<file path="src/rtl/dfi_init_ctrl.sv">
// DRAM power-up sequencer: DFI reset/CKE sequencing followed by a PHY training request.
// Define DFI_INIT_TIMEOUT_EN to add the training timeout and the FAIL state.
module dfi_init_ctrl #(
    parameter int unsigned RESET_CYCLES   = 200,
    parameter int unsigned CKE_CYCLES     = 500,
    parameter int unsigned TIMEOUT_CYCLES = 1000000
) (
    input  logic clk_sys,
    input  logic rst_sys_n,
    input  logic start,
    input  logic dfi_init_complete,
    output logic dfi_reset_n,
    output logic dfi_cke,
    output logic dfi_init_start,
    output logic busy,
    output logic ready,
    output logic error
);

    localparam int unsigned CntW = 24;
    localparam logic [CntW-1:0] CntMax  = '1;
    localparam logic [CntW-1:0] RstLast = CntW'(RESET_CYCLES - 1);
    localparam logic [CntW-1:0] CkeLast = CntW'(CKE_CYCLES - 1);

    if (RESET_CYCLES < 1 || RESET_CYCLES > 32'h00FF_FFFF) begin : g_bad_reset_cycles
        $error("RESET_CYCLES out of range");
    end
    if (CKE_CYCLES < 1 || CKE_CYCLES > 32'h00FF_FFFF) begin : g_bad_cke_cycles
        $error("CKE_CYCLES out of range");
    end
    if (TIMEOUT_CYCLES < 1 || TIMEOUT_CYCLES > 32'h00FF_FFFF) begin : g_bad_timeout_cycles
        $error("TIMEOUT_CYCLES out of range");
    end

    typedef enum logic [2:0] {
        StIdle,
        StRstHold,
        StCkeWait,
        StInitReq,
`ifdef DFI_INIT_TIMEOUT_EN
        StDone,
        StFail
`else
        StDone
`endif
    } state_e;

    state_e          state_q, state_d;
    logic [CntW-1:0] cnt_q, cnt_d;

    logic dfi_reset_n_q, dfi_reset_n_d;
    logic dfi_cke_q, dfi_cke_d;
    logic dfi_init_start_q, dfi_init_start_d;
    logic busy_q, busy_d;
    logic ready_q, ready_d;
`ifdef DFI_INIT_TIMEOUT_EN
    localparam logic [CntW-1:0] ToLast = CntW'(TIMEOUT_CYCLES - 1);
    logic error_q, error_d;
`endif

    always_comb begin
        state_d = state_q;
        case (state_q)
            StIdle: begin
                if (start) state_d = StRstHold;
            end
            StRstHold: begin
                if (cnt_q == RstLast) state_d = StCkeWait;
            end
            StCkeWait: begin
                if (cnt_q == CkeLast) state_d = StInitReq;
            end
            StInitReq: begin
                if (dfi_init_complete) begin
                    state_d = StDone;
`ifdef DFI_INIT_TIMEOUT_EN
                end else if (cnt_q == ToLast) begin
                    state_d = StFail;
`endif
                end
            end
            StDone: begin
                // A restart request wins over a simultaneous loss of training
                if (start) begin
                    state_d = StRstHold;
                end else if (!dfi_init_complete) begin
                    state_d = StInitReq;
                end
            end
`ifdef DFI_INIT_TIMEOUT_EN
            StFail: begin
                if (start) state_d = StRstHold;
            end
`endif
            default: state_d = StIdle;
        endcase
    end

    always_comb begin
        if (state_d != state_q) begin
            cnt_d = '0;
        end else if (cnt_q == CntMax) begin
            cnt_d = cnt_q;
        end else begin
            cnt_d = cnt_q + 1'b1;
        end
    end

    // Outputs are decoded from the next state so the registered value lines up with the state
    always_comb begin
        dfi_reset_n_d    = 1'b0;
        dfi_cke_d        = 1'b0;
        dfi_init_start_d = 1'b0;
        busy_d           = 1'b0;
        ready_d          = 1'b0;
`ifdef DFI_INIT_TIMEOUT_EN
        error_d          = 1'b0;
`endif
        case (state_d)
            StRstHold: begin
                busy_d = 1'b1;
            end
            StCkeWait: begin
                dfi_reset_n_d = 1'b1;
                busy_d        = 1'b1;
            end
            StInitReq: begin
                dfi_reset_n_d    = 1'b1;
                dfi_cke_d        = 1'b1;
                dfi_init_start_d = 1'b1;
                busy_d           = 1'b1;
            end
            StDone: begin
                dfi_reset_n_d = 1'b1;
                dfi_cke_d     = 1'b1;
                ready_d       = 1'b1;
            end
`ifdef DFI_INIT_TIMEOUT_EN
            StFail: begin
                dfi_reset_n_d = 1'b1;
                dfi_cke_d     = 1'b1;
                error_d       = 1'b1;
            end
`endif
            default: ;
        endcase
    end

    always_ff @(posedge clk_sys or negedge rst_sys_n) begin
        if (!rst_sys_n) begin
            state_q          <= StIdle;
            cnt_q            <= '0;
            dfi_reset_n_q    <= 1'b0;
            dfi_cke_q        <= 1'b0;
            dfi_init_start_q <= 1'b0;
            busy_q           <= 1'b0;
            ready_q          <= 1'b0;
`ifdef DFI_INIT_TIMEOUT_EN
            error_q          <= 1'b0;
`endif
        end else begin
            state_q          <= state_d;
            cnt_q            <= cnt_d;
            dfi_reset_n_q    <= dfi_reset_n_d;
            dfi_cke_q        <= dfi_cke_d;
            dfi_init_start_q <= dfi_init_start_d;
            busy_q           <= busy_d;
            ready_q          <= ready_d;
`ifdef DFI_INIT_TIMEOUT_EN
            error_q          <= error_d;
`endif
        end
    end

    assign dfi_reset_n    = dfi_reset_n_q;
    assign dfi_cke        = dfi_cke_q;
    assign dfi_init_start = dfi_init_start_q;
    assign busy           = busy_q;
    assign ready          = ready_q;
`ifdef DFI_INIT_TIMEOUT_EN
    assign error          = error_q;
`else
    assign error          = 1'b0;
`endif

endmodule

</file>
<file path="config.mk">
export PLATFORM = sky130hd
export DESIGN_NAME = dfi_init_ctrl
export DESIGN_NICKNAME = d
export VERILOG_FILES = /design/src/rtl/dfi_init_ctrl.sv
export SDC_FILE = /design/constraint.sdc
export NUM_CORES = 1
export LEC_CHECK = 0
export BUFFER_PORTS_ARGS = -buffer_cell sky130_fd_sc_hd__clkbuf_2
export CAP_MARGIN = 20
export CORE_AREA = 2 2 58 60
export CTS_CLUSTER_DIAMETER = 200
export DETAILED_ROUTE_END_ITERATION = 16
export DIE_AREA = 0 0 60 62
export PLACE_DENSITY = 0.82
export SYNTH_ARGS = -nofsm -noshare
export SYNTH_HDL_FRONTEND = slang
export SYNTH_SLANG_ARGS = --single-unit
</file>
<file path="constraint.sdc">
create_clock -name clk_sys -period 3.43 [get_ports clk_sys]
set_input_delay 0.1715 -clock clk_sys [delete_from_list [all_inputs] [get_ports clk_sys]]
set_output_delay 0.1715 -clock clk_sys [all_outputs]
set_load 0.03 [all_outputs]
</file>
==> results.md <==
- Maximum capacitance violations: 0
- Relative area change from synthesis to final layout: 7.84%
- 1st-pass router iterations: 4
- Synth Register Bits: 32
- CTS root buffer: sky130_fd_sc_hd__clkbuf_4
- Setup tns final: 0 ns
- Buffer count from post-CTS setup fixing: 0
- Post-Place Worst Slack: 1.01 ns
- EDFF count, synth: 0
- Maximum frequency from static timing analysis: 0.416 GHz
- Power density relative to cell area: 544 mW/mm^2
- Number of nets in the final layout: 208
- Core region area: 0.00318 sq mm
- Cells taking the most area after synthesis: sky130_fd_sc_hd__dfrtp_1, sky130_fd_sc_hd__xnor2_1, sky130_fd_sc_hd__nor2_1
- Ratio of final minimum period to clock period: 70.0%
- Final number of setup-violating endpoints: 0
- Ports placed on the boundary: 10
- CP required: 3.64 ns
- Async S/R FF share, synth: 100%
- Post-Syn Nets: 200
- Tmin final: 2.40 ns
- Clock edge transition at the registers on the reported setup and hold paths: 0.11 ns
- Synthesized instance count: 195
- Row count: 21
- Actual transition at the worst max-transition pin: 0.862 ns
- Startpoint type of the worst setup path: register
- Distinct cell type count of the synthesized netlist: 46
- Commonest cells in the synthesized netlist: sky130_fd_sc_hd__dfrtp_1, sky130_fd_sc_hd__nor2_1, sky130_fd_sc_hd__nand2_1
- Tot GR Track Use: 20.4%
- Most common cell in the synthesized netlist: sky130_fd_sc_hd__dfrtp_1
- Path class of the lowest-slack min-delay path: input port to register
- Later-pin clock latency in the skew report: 0.33 ns
- Setup CP Type: register to register
- Buffers from clock root to sink, at most: 2
- Yosys top cell by area: sky130_fd_sc_hd__dfrtp_1
- DRT antenna net count: 0
- Final standard cell utilization of the core: 60.6%
- Worst rel slew slack: 42.0%
- Sum of overflow across all layers after global routing: 0
- Antenna violations before repair: 0
- Result of the run: completed
- Pin count of the biggest net entering global routing: 33
- Final hold viol count: 0
- Number of violations reported at the end of detailed-routing iteration 0: 81
- Clock buffer count from CTS: 5
- Share of cells above drive strength 1: 13.2%
- Via count of the first global-routing pass: 1287
- First-pass GRT wire length: 5640 microns
- Clock Sinks: 32
- Post-DP HPWL: 2380 microns
- Largest fanout on the critical path: 24
- Warnings, synthesis: 0
- Worst Setup End Kind: register
- Aggregate routed wire length: 3340 microns
- Die width: 60 microns
- DIE HEIGHT: 62 microns
- Cell Count, Final, Fillers Out: 250
- Syn Area/Cell: 9.17 sq um
- Worst-case vdd ir drop: 381 uV
- Initial core utilization: 56.2%
- Hold buffer count at CTS: 1
- Setup repair after global routing missed its margin: false
- Buffers added on ports: 8
- Average routed wire per standard cell: 13.4 microns
- Antenna cells: 0
- DRC viols: 0
- Flip-flop cell with the highest count after synthesis: sky130_fd_sc_hd__dfrtp_1
- Post-CTS Resized: 0
- H-tree depth: 2
- Total instance count after detailed placement: 241
- Post-Route Skew: 0.0111 ns
- PnR worst setup slack: 1.03 ns
- Clock tree from TritonCTS: done
- Routability Congestion: 0.843
- Sequential-to-total area share from yosys stat: 44.8%
- Leakage dissipation: 0.816 nW
- DIE AREA: 0.00372 sq mm
- Worst EP arrival: 2.61 ns
- Top-area cell type share of the netlist area: 44.8%
- Sum of internal, switching and leakage power: 1.05 mW
- DR vias: 1419
- Via/cell ratio: 5.68
- Number of max-slew violations in the final report: 0
- Post-synthesis cell area: 0.00179 sq mm
## final cells by class
type,instances,area [sq um]
fill,267,1250
inverter,10,37.5
clock inverter,3,42.5
timing repair buffer,10,57.6
sequential,32,801
multi-input combinational,144,895
tap,46,57.6
clock buffer,5,37.5
## sequential cells by signal, indices dropped and copies added (netlist names)
| signal | cells |
|---|---|
| dfi_init_start | 1 |
| ready | 1 |
| state_q | 3 |
| dfi_cke | 1 |
| cnt_q | 24 |
| dfi_reset_n | 1 |
| busy | 1 |
## power breakdown
part | switching (mW) | internal (mW) | total, mW
Sequential | 0.0824 | 0.438 | 0.520
Combinational | 0.143 | 0.103 | 0.246
Clock | 0.130 | 0.152 | 0.282
Total | 0.356 | 0.693 | 1.05
## per-stage QoR
step	cell area [sq um]	hold slack [ns]
floorplan	1790	-0.124
global placement	1840	0.275
detailed placement	1840	0.282
CTS	1930	0.220
global route	1930	0.254
finish	1930	0.216
## cell families after synthesis
family,after synthesis,share of synthesized area (%)
adders and majority gates,1,0.700
and+or+nand+nor,93,27.8
buffers and inverters,19,5.18
AOI/OAI and AO/OA,35,14.4
muxes,1,0.560
DFF,32,44.8
xor gates and xnor gates,13,6.37
other,1,0.210
## path summary, 6_finish.rpt
check,startpoint,end,slack (ns),depth (start not counted)
max,cnt_q[0]$_DFFE_PN0P_,cnt_q[22]$_DFFE_PN0P_,1.03,6
min,dfi_init_complete,state_q[2]$_DFF_PN0_,0.22,3
max reg2reg,cnt_q[0]$_DFFE_PN0P_,cnt_q[22]$_DFFE_PN0P_,1.03,6
min reg2reg,cnt_q[1]$_DFFE_PN0P_,cnt_q[1]$_DFFE_PN0P_,0.58,2
max in group asynchronous,rst_sys_n,cnt_q[20]$_DFFE_PN0P_,2.51,2
min in group asynchronous,rst_sys_n,cnt_q[21]$_DFFE_PN0P_,0.44,2
## per-layer routing
metal  routed length [microns]  up-vias  global-route usage, %  share of wire, %
li1                          -      714                      -                 -
met2                      1520       30                   31.1                46
met1                      1660      669                   27.7                50
met3                       107        6                   4.55               3.2
met4                        52        0                   9.52               1.6
met5                         0        -                      0                 0
## layout by cell type, fill, tap and decap left out, drive strengths merged, types with 2 or more instances in the layout
| cell | instances |
|---|---|
| and3 | 2 |
| xnor2 | 11 |
| inv | 10 |
| nand3 | 10 |
| a21oi | 12 |
| or4 | 2 |
| or2 | 2 |
| or3 | 7 |
| nand4 | 9 |
| nor3 | 7 |
| nor2b | 3 |
| o21ai | 11 |
| nand2 | 14 |
| nor4 | 7 |
| nor2 | 23 |
| or4b | 2 |
| a211oi | 3 |
| dfrtp | 32 |
| clkbuf | 13 |
| xor2 | 2 |
## critical path, stage by stage (launching register included)
cell	delay, ns
sky130_fd_sc_hd__dfrtp_1	0.39
sky130_fd_sc_hd__ha_1	0.25
sky130_fd_sc_hd__nand2_1	0.13
sky130_fd_sc_hd__or4b_1	0.50
sky130_fd_sc_hd__a221o_1	0.40
sky130_fd_sc_hd__a2bb2oi_4	0.48
sky130_fd_sc_hd__nor3_1	0.12
(Power assumes the default switching activity.)
